## config.mk

```make
export PLATFORM = sky130hd
export DESIGN_NAME = uart_tx_arbiter
export DESIGN_NICKNAME = d
export VERILOG_FILES = /design/src/rtl/uart_tx_arbiter.sv
export SDC_FILE = /design/constraint.sdc
export NUM_CORES = 1
export LEC_CHECK = 0
export CORE_UTILIZATION = 47
export CTS_CLUSTER_SIZE = 8
export DETAILED_ROUTE_END_ITERATION = 16
export PLACE_DENSITY = 0.9
export SYNTH_ARGS = -nofsm -noshare
export SYNTH_HDL_FRONTEND = slang
export SYNTH_SLANG_ARGS = --single-unit
```

## constraint.sdc

```tcl
create_clock -name Clk -period 3.9 [get_ports Clk]
set_input_delay 0.39 -clock Clk [delete_from_list [all_inputs] [get_ports Clk]]
set_output_delay 0.39 -clock Clk [all_outputs]
set_load 0.01 [all_outputs]
```

## src/rtl/uart_tx_arbiter.sv

```systemverilog
// uart_tx_arbiter: round-robin sharing of one UART transmitter between NUM_REQ byte sources
module uart_tx_arbiter #(
  parameter int NUM_REQ = 4,
  parameter int DATA_BITS = 8,
  parameter int START_TIMEOUT = 16
) (
  input  logic                           Clk,
  input  logic                           Rst,
  input  logic [NUM_REQ-1:0]             Req,
  input  logic [NUM_REQ*DATA_BITS-1:0]   Req_Data,
  input  logic                           Pause,
  input  logic                           Tx_Busy,
  output logic [DATA_BITS-1:0]           Tx_Data,
  output logic                           Transmit_Start,
  output logic [NUM_REQ-1:0]             Grant,
  output logic [$clog2(NUM_REQ)-1:0]     Grant_Id,
  output logic                           Arb_Busy,
  output logic                           Done,
  output logic                           Timeout_Err
);
  localparam int IW = $clog2(NUM_REQ);
  localparam int CW = $clog2(START_TIMEOUT);
  localparam logic [CW-1:0] LAST = CW'(START_TIMEOUT - 1);
  typedef enum logic [1:0] {IDLE, START, SENDING} state_t;
  state_t state, state_d;
  logic [IW-1:0] rr_ptr, win, nxt_ptr;
  logic [CW-1:0] cnt;
  logic found, go, fire_to, fire_done;
  int idx;
  // Scan downwards so the lowest offset from rr_ptr is written last and wins.
  always_comb begin
    win = rr_ptr;
    found = 1'b0;
    idx = 0;
    for (int i = NUM_REQ - 1; i >= 0; i--) begin
      idx = int'(rr_ptr) + i;
      idx = idx >= NUM_REQ ? idx - NUM_REQ : idx;
      if (Req[idx]) begin
        win = IW'(idx);
        found = 1'b1;
      end
    end
  end
  always_comb begin
    nxt_ptr = Grant_Id == IW'(NUM_REQ - 1) ? '0 : Grant_Id + 1'b1;
    go = state == IDLE && !Pause && !Tx_Busy && found;
    fire_to = state == START && !Tx_Busy && cnt == LAST;
    fire_done = state == SENDING && !Tx_Busy;
    state_d = go ? START
            : (state == START && Tx_Busy) ? SENDING
            : (fire_to || fire_done) ? IDLE
            : state;
  end
  assign Arb_Busy = state != IDLE;
  always_ff @(posedge Clk or posedge Rst) begin
    if (Rst) begin
      state <= IDLE;
      Tx_Data <= '0;
      Transmit_Start <= 1'b0;
      Grant <= '0;
      Grant_Id <= '0;
      Done <= 1'b0;
      Timeout_Err <= 1'b0;
      rr_ptr <= '0;
      cnt <= '0;
    end else begin
      state <= state_d;
      Transmit_Start <= state_d == START;
      Grant <= go ? NUM_REQ'(1) << win : '0;
      Done <= fire_done;
      Timeout_Err <= fire_to;
      if (go) begin
        Tx_Data <= Req_Data[int'(win)*DATA_BITS +: DATA_BITS];
        Grant_Id <= win;
        cnt <= '0;
      end else if (state == START) begin
        cnt <= cnt + 1'b1;
      end
      if (fire_to || fire_done) rr_ptr <= nxt_ptr;
    end
  end
endmodule

```

Yosys cells after proc, flatten, opt, wreduce, memory -nomap -nowiden
Cells that the tools add are included.
{ "op_classes": {"magnitude_cmp": 8, "n_reduce_logical": 13, "eq_ne": 5, "muxes": 31, "shifts": 2, "add_sub_neg": 9} }
{ "ops": {"columns": ["operator", "n"], "rows": [
  ["< comparator 32 x 4 -> 1 bit (second input constant)", 4],
  ["2-to-1 mux 32 bit", 4],
  ["indexed part select 32 x 6 -> 8 bit", 1],
  ["2-to-1 mux 2 bit", 8],
  ["2-to-1 mux 1 bit", 12],
  ["2-to-1 mux 4 bit", 3],
  ["subtractor 3 x 3 -> 4 bit (second input constant)", 3],
  ["greater-or-equal comparator 3 bit (second input constant)", 3],
  ["binary-select mux 1 bit (select 2 bit)", 4],
  ["logical AND 1 bit", 7],
  ["adder 2 x 2 -> 3 bit (second input constant)", 2],
  ["adder 4 x 1 -> 4 bit (second input constant)", 1],
  ["== test 2 x 1 -> 1 bit (second input constant)", 2],
  ["== test 2 bit (second input constant)", 2],
  ["== test 4 bit (second input constant)", 1],
  ["nonzero test 2 bit", 2],
  ["<< shifter 1 x 2 -> 4 bit (first input constant)", 1],
  ["subtractor 2 x 3 -> 4 bit (second input constant)", 1],
  ["adder 2 x 1 -> 3 bit (second input constant)", 1],
  ["greater-or-equal comparator 2 x 3 -> 1 bit (second input constant)", 1],
  ["adder 2 x 1 -> 2 bit (second input constant)", 1],
  ["logical NOT 1 bit", 2],
  ["logical NOT 2 bit", 1],
  ["logical OR 1 bit", 1]
]} }
{ "word_totals": {"inputBits": 40, "out_inout_bits": 18, "register_bits": 25, "word_cells": 77} }

Longest topological paths before layout
{ "depth": {"word_depth": 13, "mapped_depth": 8, "ltp_nobuf": 5} }

Worst setup path after synthesis
OpenSTA, ideal clock, no wires.
{ "synth_timing": {"path_type": "input-to-reg", "startpoint": "input Req[0]", "endpoint": "register Tx_Data[0]", "n_path_buf": 3, "required_time_ps": 3766, "t_arrival_ps": 1501, "setup_ps": 134, "slack_ps": 2265, "path_stages": 8, "cell_sequence": "nor2_1 a211o_1 buf_6 and3_4 buf_6 buf_6 a211oi_2 o31ai_1"} }
{ "synth_via": {"elab_chain_cells": 8, "elab_cells_between_ends": 22} }
{ "synth_rtl": {"columns": ["item", "line_no", "text"], "rows": [
  ["from (decl)", "9", "input logic [NUM_REQ-1:0] Req,"],
  ["binary-select mux 1 bit (select 2 bit)", "38", "if (Req[idx]) begin"],
  ["2-to-1 mux 1 bit (implied by the code) (2 in a row)", "38", null],
  ["2-to-1 mux 2 bit / 2-to-1 mux 1 bit (equally long branches) (4 in a row)", "38", null],
  ["indexed part select 32 x 6 -> 8 bit / logical AND 1 bit (equally long branches)", "73, 46", null],
  ["to (signal assigned)", "73", "Tx_Data <= Req_Data[int'(win)*DATA_BITS +: DATA_BITS];"],
  ["to (decl)", "13", "output logic [DATA_BITS-1:0] Tx_Data,"]
]} }
Several ways; a longest one is shown, not always the timed one. The select of a mux whose other input is x is not followed.
A chain may end at the register's enable or synchronous reset.

Worst setup path in the final report
{ "layout_timing": {"startpoint": "input Req[0]", "endpoint": "register Tx_Data[4]"} }
The elaborated chain is that of the path after synthesis.

==> flow_metrics.py <==
metrics = {
    "global_routing": {
        "antenna_found_initial": 0,
        "track_usage_pct": 22.4,
        "grt-ovfl-total": 0,
        "grt_max_degree": 31,
        "grt_pass1_wl_um": 5750,
        "grt_pass1_vias": 1237,
    },
    "timing": {
        "fmax_mhz": 442,
        "fin_crit_sh_pct": 58.0,
        "slew_headroom_pct": 31.0,
        "timing.final.ws_setup_ns": 1.64,
        "tightest_slew_ns": 1.03,
        "post-route-min-period_ns": 2.26,
        "rsz0062_at_grt": "false",
        "setup_viol": 0,
        "finalSetupTns_ns": 0,
        "slew_violations": 0,
        "clock_skew_ns": 0.00332,
        "hold_viol": 0,
    },
    "critical_path": {
        "required_ns": 4.12,
        "critPathBufInv": 1,
        "slowest_delay_ns": 0.80,
        "start_kind": "input pin",
        "cp_slowest_cell": "nor2_1",
        "cp_num_cells": 6,
        "worst-setup-path-type": "input pin to flip-flop",
        "reg2regPathDepth": 5,
        "endpoint_kind": "flip-flop",
        "crit_family": "simple AND/OR/NAND/NOR gates",
        "crit_chain": "clkdlybuf4s50_1 > nor2b_1 > nor4_1 > nor2_1 > a211oi_2 > o31ai_1",
        "arrival_ns": 2.48,
        "ff2ff_setup_slack_ns": 1.83,
        "startpoint": "Req[0]",
        "reg2reg_from": "rr_ptr[0]",
        "path_max_fanout": 11,
    },
    "floorplan": {
        "num_rows": 20,
        "die-area_sq_um": 3380,
        "ios": 58,
        "initial_core_util_pct": 48.9,
        "coreArea_sq_um": 3030,
        "die_y_um": 58.1,
        "die_x_um": 58.1,
    },
    "clocking": {
        "htreeDepth": 1,
        "cts-resized-gates": 0,
        "cts_buffer_depth": 2,
        "cts_root_buf": "clkbuf_4",
        "ctsHoldBuffers": 0,
        "cts.sinks": 25,
        "clkTransAtPathRegs_ns": 0.14,
        "cts_setup_buffers": 0,
        "cts_buffers": 3,
        "insertion_delay_ns": 0.32,
        "cts_tree": "built",
    },
    "worst_hold_path": {
        "whs_path_depth": 2,
        "min_from": "Tx_Data[7]",
        "hold_path.class": "flip-flop to flip-flop",
    },
    "route": {
        "totalWireLength_um": 3520,
        "routedWlPerCell_um": 14.1,
        "via_per_inst": 5.46,
        "ant_nets": 0,
        "drc_errors": 1,
        "drt_pass1_iterations": 10,
        "drt-initial-drc-count": 57,
        "num_vias": 1359,
    },
    "run_status": {
        "violations": "DRC",
        "status": "finished, violations left",
    },
    "pwr": {
        "powerDensity_nw_per_um2": 578,
        "total_leakage_power_nw": 0.879,
        "ir_drop_mv": 0.337,
    },
    "cells_and_area": {
        "final_common_cell": "clkdlybuf4s50_1",
        "layout-drive-gt1-share_pct": 10.2,
        "areaGrowthSynthToFinish_pct": 40.9,
        "finalNetCount": 248,
        "final_cell_mix": "clkdlybuf4s50_1, dfrtp_1, inv_1",
        "antenna_cells": 0,
        "fin_cells": 249,
    },
    "yosys": {
        "syn-cell-area_sq_um": 1480,
        "synthCells": 154,
        "yosys_warnings": 0,
        "yosysSeqAreaShare_pct": 42.2,
        "ys.flop_type": "dfrtp_1",
        "syn-num-nets": 196,
        "ys_types": 35,
        "ys_ff_latch": 25,
        "synth_edf_count": 0,
        "avgSynthCellArea_sq_um": 9.62,
        "synthArstFlopShare_pct": 100,
    },
    "placed_design": {
        "gp_congestion": 0.790,
        "dpl_worst_slack_ns": 1.33,
        "io_buffer_count": 57,
        "dp_cells": 245,
        "hpwl_um": 2670,
    },
    "run": {
        "drv_cap": 0,
    },
}
==> cell usage after synthesis, types with 2 or more instances <==
library cell / count / area (sq um)
dfrtp_1: 25 / 626
inv_1: 17 / 63.8
a31oi_1: 16 / 100
nand2_1: 11 / 41.3
a211oi_1: 8 / 60.1
a211oi_2: 8 / 100
o31ai_1: 8 / 60.1
clkbuf_1: 6 / 22.5
nor2b_1: 6 / 37.5
nor3_1: 5 / 25.0
and2_1: 4 / 25.0
nor2_1: 4 / 15.0
o21ai_0: 4 / 20.0
buf_6: 3 / 33.8
mux2_2: 3 / 33.8
a21oi_1: 2 / 10.0
buf_2: 2 / 10.0
ha_1: 2 / 25.0
nand4_1: 2 / 12.5
nor4_1: 2 / 12.5
xnor2_1: 2 / 17.5
==> where the power goes <==
part	switching [W]	leakage, nW	total (W)	internal, W
clock	0.0000811	0.0183	0.000123	0.0000418
sequential	0.0000849	0.322	0.000439	0.000354
combinational	0.000320	0.539	0.000645	0.000325
total	0.000486	0.879	0.00121	0.000721
==> stage by stage <==
| stage | total power, W | util (%) | hold slack (ns) | cell area [sq um] |
|---|---|---|---|---|
| 4_1_cts | 0.00121 | 68.9 | 0.522 | 2090 |
| 6_report | 0.00121 | 68.9 | 0.511 | 2090 |
| 3_3_place_gp | 0.00105 | 67.9 | 0.468 | 2060 |
| 5_1_grt | 0.00130 | 68.9 | 0.556 | 2090 |
| 3_5_place_dp | 0.00109 | 67.9 | 0.492 | 2060 |
| 2_1_floorplan | 0.000841 | - | 0.417 | 1480 |
==> final timing paths <==
| path | endpoint |
|---|---|
| max | Tx_Data[4] |
| min | Tx_Data[7] |
| min reg2reg | Tx_Data[7] |
| max in group asynchronous | Tx_Data[5] |
| min in group asynchronous | Tx_Data[0] |
| max reg2reg | Tx_Data[4] |
==> cell families (layout without fill, tap and decap cells) <==
| kind of cell | Yosys count | in the layout | share of synthesized area [%] |
|---|---|---|---|
| flip-flops | 25 | 25 | 42.2 |
| XOR/XNOR | 3 | 3 | 1.77 |
| adder cells (fa/ha/maj) | 3 | 3 | 2.36 |
| AO/OA/AOI/OAI | 51 | 51 | 27.7 |
| AND/OR/NAND/NOR | 41 | 41 | 14.9 |
| buffers and inverters | 28 | 79 | 8.78 |
| multiplexers | 3 | 3 | 2.28 |
==> flip-flops by register name, summed over array words and instances (netlist names) <==
register	flops
Grant_Id	2
Done	1
Grant	4
state	2
Transmit_Start	1
rr_ptr	2
Tx_Data	8
Timeout_Err	1
cnt	4
==> layer usage <==
metal | vias up | GRT usage (%) | wire length [um]
met5 | - | 0 | 0
met4 | 0 | 7.82 | 42
met3 | 5 | 1.79 | 143
met2 | 54 | 40.2 | 1810
met1 | 641 | 28.2 | 1520
li1 | 659 | - | -
==> final cells by class <==
class | instances | area (sq um)
fill | 241 | 941
timing repair buffer | 58 | 578
clock inverter | 1 | 8.76
clock buffer | 3 | 22.5
multi-input combinational | 101 | 733
inverter | 17 | 63.8
sequential | 25 | 626
tap | 44 | 55.1
==> tightest hold or removal path, stage by stage (launching register included) <==
cell and delay [ns]:
dfrtp_1 0.37, nand2_1 0.06, o31ai_1 0.06
(Power assumes the default switching activity.)
